[src/rtl/rx_fifo_pkg.sv]
// Shared communication defaults: the word width and buffer depth used by the sender,
// the receiver, rx_fifo and the benches.
package rx_fifo_pkg;

  localparam int WORD_W     = 16;
  localparam int FIFO_DEPTH = 4;

endpackage : rx_fifo_pkg

[src/rtl/rx_fifo.sv]
// Receive-side FIFO between the serial receiver and the word consumer.
// The storage is a resettable register array, so a reset clears every stored word at once.
module rx_fifo
  import rx_fifo_pkg::*;
#(
  parameter int B     = WORD_W,
  parameter int DEPTH = FIFO_DEPTH,
  parameter int AW    = $clog2(DEPTH)
) (
  input  logic          clkr,
  input  logic          rst,
  input  logic          in_valid,
  input  logic [B-1:0]  in_data,
  output logic          enr,
  output logic          out_valid,
  output logic [B-1:0]  out_data,
  input  logic          out_ready,
  output logic [AW:0]   count,
  output logic          overflow
);

  localparam logic [AW:0] FULL_CNT = (AW+1)'(DEPTH);
  localparam logic [AW:0] ENR_MAX  = (AW+1)'(DEPTH - 2);

  logic [B-1:0]  mem_q [DEPTH];
  logic [AW-1:0] wr_ptr_q, wr_ptr_d;
  logic [AW-1:0] rd_ptr_q, rd_ptr_d;
  logic [AW:0]   count_q, count_d;
  logic          overflow_q, overflow_d;

  logic pop, push, drop, full;

  assign full      = (count_q == FULL_CNT);
  assign out_valid = (count_q != '0);
  assign out_data  = mem_q[rd_ptr_q];
  assign count     = count_q;
  assign overflow  = overflow_q;
  // Falls one slot early: the receiver may already have a word in flight when it sees enr drop.
  assign enr       = (count_q <= ENR_MAX);

  assign pop  = out_valid & out_ready;
  assign push = in_valid & (~full | pop);
  assign drop = in_valid & full & ~pop;

  always_comb begin
    wr_ptr_d   = wr_ptr_q;
    rd_ptr_d   = rd_ptr_q;
    count_d    = count_q;
    overflow_d = overflow_q | drop;
    if (push) wr_ptr_d = wr_ptr_q + AW'(1);
    if (pop)  rd_ptr_d = rd_ptr_q + AW'(1);
    case ({push, pop})
      2'b10:   count_d = count_q + (AW+1)'(1);
      2'b01:   count_d = count_q - (AW+1)'(1);
      default: count_d = count_q;
    endcase
  end

  always_ff @(posedge clkr or posedge rst) begin
    if (rst) begin
      wr_ptr_q   <= '0;
      rd_ptr_q   <= '0;
      count_q    <= '0;
      overflow_q <= 1'b0;
      for (int i = 0; i < DEPTH; i++) mem_q[i] <= '0;
    end else begin
      wr_ptr_q   <= wr_ptr_d;
      rd_ptr_q   <= rd_ptr_d;
      count_q    <= count_d;
      overflow_q <= overflow_d;
      if (push) mem_q[wr_ptr_q] <= in_data;
    end
  end

endmodule : rx_fifo

[config.mk]
export PLATFORM = sky130hd
export DESIGN_NAME = rx_fifo
export DESIGN_NICKNAME = d
export VERILOG_FILES = /design/src/rtl/rx_fifo_pkg.sv /design/src/rtl/rx_fifo.sv
export SDC_FILE = /design/constraint.sdc
export NUM_CORES = 1
export LEC_CHECK = 0
export ABC_AREA = 1
export CORE_AREA = 2 2 86 88
export CTS_BUF_LIST = sky130_fd_sc_hd__clkbuf_8
export CTS_CLUSTER_SIZE = 24
export DETAILED_ROUTE_END_ITERATION = 7
export DIE_AREA = 0 0 88 90
export HOLD_SLACK_MARGIN = 0.1
export PLACE_DENSITY = 0.77
export SYNTH_ARGS = -nofsm -noshare
export SYNTH_HDL_FRONTEND = slang
export SYNTH_SLANG_ARGS = --single-unit
[constraint.sdc]
create_clock -name clkr -period 2.1 [get_ports clkr]
set_input_delay 0.42 -clock clkr [delete_from_list [all_inputs] [get_ports clkr]]
set_output_delay 0.42 -clock clkr [all_outputs]
set_load 0.1 [all_outputs]
==> key figures <==
Synthesis
  • Post-synth cell types: 26
  • Register bit count reported by yosys: between 70 and 80
  • Syn Area/Cell: ~8.4 sq um
  • Synth warnings: 0
  • Share of the yosys chip area belonging to registers: roughly half
  • Mapped cell area: around 3600 sq um
  • Synth Instances: 425
  • Mapped Nets: 450

Drt
  • Initial drt markers: 195
  • DR vias/cell: 5.319
  • Avg WL per Cell: approximately 14 um
  • WL final: 8.224 mm
  • Drt pass-1 iters: 4
  • Routed Antenna Nets: 0
  • Detailed-route via count: between 3000 and 4000
  • # DRC: 0

Setup path
  • R2r worst-path depth: 6
  • Critical Path Start: rd_ptr_q[0]$_DFFE_PP0N_
  • Critical Path, Cell by Cell: inv_1 > buf_6 > o21ai_0 > o22ai_4 > buf_12
  • CP top delay family: compound AO/OA/AOI/OAI gates
  • Critical path type: reg2out
  • Setup crit end: out_data[8]
  • Nature of the critical path startpoint: register
  • Critical path arrival: around 1.6 ns
  • Setup crit end kind: output port
  • Critical path's slowest cell: dfrtp_1
  • Worst r2r src: count[0]$_DFFE_PP0P_
  • Worst Path Buf+Inv: 3
  • R2R Path End: mem_q[59]$_DFFE_PP0P_
  • Worst path max stage delay: ~0.37 ns
  • Crit path depth: 5
  • Crit path max fanout: 24
  • Worst R2R Setup Slack: 0.41 ns
  • Worst Path Required: roughly 1.7 ns

Min path
  • HP Class: reg2reg

CTS
  • CTS Buffer Depth: 2
  • TritonCTS Buffers: 9
  • Max H-tree Level: 3
  • Reg clk slew, reported paths: 0.06 ns
  • Clk sink count: 72
  • Post-CTS Setup Bufs: 0
  • CTS Hold Buffers Added: 0
  • CTS tree: yes
  • Clk root buf: clkbuf_8
  • CTS resizes: 0
  • Worst skew pair latency: 0.35 ns

Place
  • Buffers on Ports: 41
  • Hpwl dp: 5.488 mm
  • Final Wtd Congestion: 0.7863
  • Pre-CTS WS: 0.03289 ns

Global routing
  • Largest net degree at the start of global routing: 50
  • Initial antenna violation count: 0
  • GR Overflow Total: 0
  • Routing usage on met3: around 5.6%
  • Met2 GRT Util: 35.61%
  • Gr usage total: a little under a quarter
  • Vias in the first global route: 2922
  • Met1 Usage GRT: a little under a third
  • First-pass GRT wire length: 13.93 mm
  • Top Usage Layer GRT: met2

Floorplan
  • Starting Density: 50.97%
  • Io pins: 42
  • DIE AREA: 7920 sq um
  • Core Area: ~7000 sq um
  • Row count: 31
  • Die width: 88 um
  • Die H: 90 um

Cells and area
  • Share of post-route cells with drive strength above 1: 19.40%
  • Final nets: 491
  • Most common cell after layout, fill and taps aside: nand2_1
  • Area Overhead vs Synth: 28.64%
  • FF+latch area: approximately 1800 sq um
  • Layout fillers: 589
  • Multi-input gate area: 1687 sq um
  • Antenna fix cells: 0
  • Commonest non-fill, non-tap cells in the layout: nand2_1 (125), o21ai_0 (78), dfrtp_1 (69)

STA
  • Slew Limit Headroom: 69.71%
  • Fin crit period: 2.021 ns
  • Final period utilization: 96.24%
  • Setup WS post-layout: 0.07891 ns
  • Worst slew pin tran: 0.4533 ns
  • Clock skew: 0.008087 ns
  • Setup TNS: 0 ns
  • Final hold vios: 0
  • Final Slew Violations: 0
  • RSZ-0062 raised after global routing: no
  • Fmax: 494.8 MHz
  • Setup violations, final: 0

Run
  • MaxCap Viol Count: 0

Run status
  • Status: finished clean
-- synthesized netlist by cell type --
cell type	n	area share (%)
a21oi_1	8	1.1
buf_12	1	0.56
buf_2	4	0.56
buf_6	6	1.9
buf_8	3	1.3
clkbuf_1	12	1.3
dfrtp_1	72	50
fa_1	1	0.56
ha_1	4	1.4
inv_1	20	2.1
inv_2	2	0.21
nand2_1	126	13
nand2_2	5	0.87
nand2_4	1	0.31
nand3_1	5	0.70
nand3_4	1	0.49
nand4_1	1	0.17
nor2_1	31	3.3
nor2_4	3	0.94
nor2_8	2	1.1
o21ai_0	92	13
o21ai_1	5	0.70
o21ai_2	5	1.2
o21bai_1	1	0.21
o22ai_1	11	1.9
xor2_1	3	0.73
-- flip-flops by register name, indices dropped and copies added, names as in the netlist --
register / count
overflow: 1
mem_q: 64
count: 3
rd_ptr_q: 2
wr_ptr_q: 2
-- layout make-up --
cell class,count,area share (%)
clock inverters,4,0.3534
multi-input cells,305,36.64
well taps,99,2.691
clock buffers,10,2.990
flip-flops and latches,72,39.22
inverters,22,1.876
repair buffers,56,16.23
-- per-stage QoR --
| stage | instance area [sq um] | hold slack, ns | std cells | utilization, % |
|---|---|---|---|---|
| after floorplan | 3776 | 0.4407 | 425 | - |
| after global placement | 4446 | 0.4574 | 554 | 63.32 |
| after detailed placement | 4446 | 0.4642 | 554 | 63.32 |
| after CTS | 4599 | 0.4792 | 568 | 65.51 |
| after global routing | 4603 | 0.4899 | 568 | 65.57 |
| final | 4603 | 0.4729 | 568 | 65.57 |
-- routing by layer --
layer  routed length (um)  share of wire (%)  vias to the layer above
li1                     -                  -                     1474
met1                 3449                 42                     1454
met2                 4091                 50                       84
met3                  568                6.9                        9
met4                  114                1.4                        0
met5                    0                  0                        -
-- worst min-delay path by stage --
stage	startpoint	end	slack [ns]	cells after the start
detailed placement	mem_q[26]$_DFFE_PP0P_	mem_q[26]$_DFFE_PP0P_	0.46	2
finish	mem_q[26]$_DFFE_PP0P_	mem_q[26]$_DFFE_PP0P_	0.47	2
global route	overflow$_DFF_PP0_	overflow$_DFF_PP0_	0.49	1
global placement	mem_q[26]$_DFFE_PP0P_	mem_q[26]$_DFFE_PP0P_	0.46	2
floorplan	mem_q[23]$_DFFE_PP0P_	mem_q[23]$_DFFE_PP0P_	0.44	2
CTS	rst	mem_q[21]$_DFFE_PP0P_	0.48	3
-- worst reg2reg max path, stage by stage, from the launching register on --
cell and delay (ns):
dfrtp_2 0.45, nor2_4 0.25, nand3_4 0.13, nand2_4 0.26, buf_4 0.31, o21ai_0 0.14
nand2_1 0.09
-- cell families after synthesis --
family	after synthesis	share of synthesized area [%]
flops	72	50.35
compound gates	122	18.04
xor+xnor	3	0.7344
fa+ha+maj	5	1.958
simple gates	175	21.08
buf+inv	48	7.832
Power is left out: the tool's default activity adds up to more than one toggle a clock period on the data nets, which glitch-free logic cannot reach.
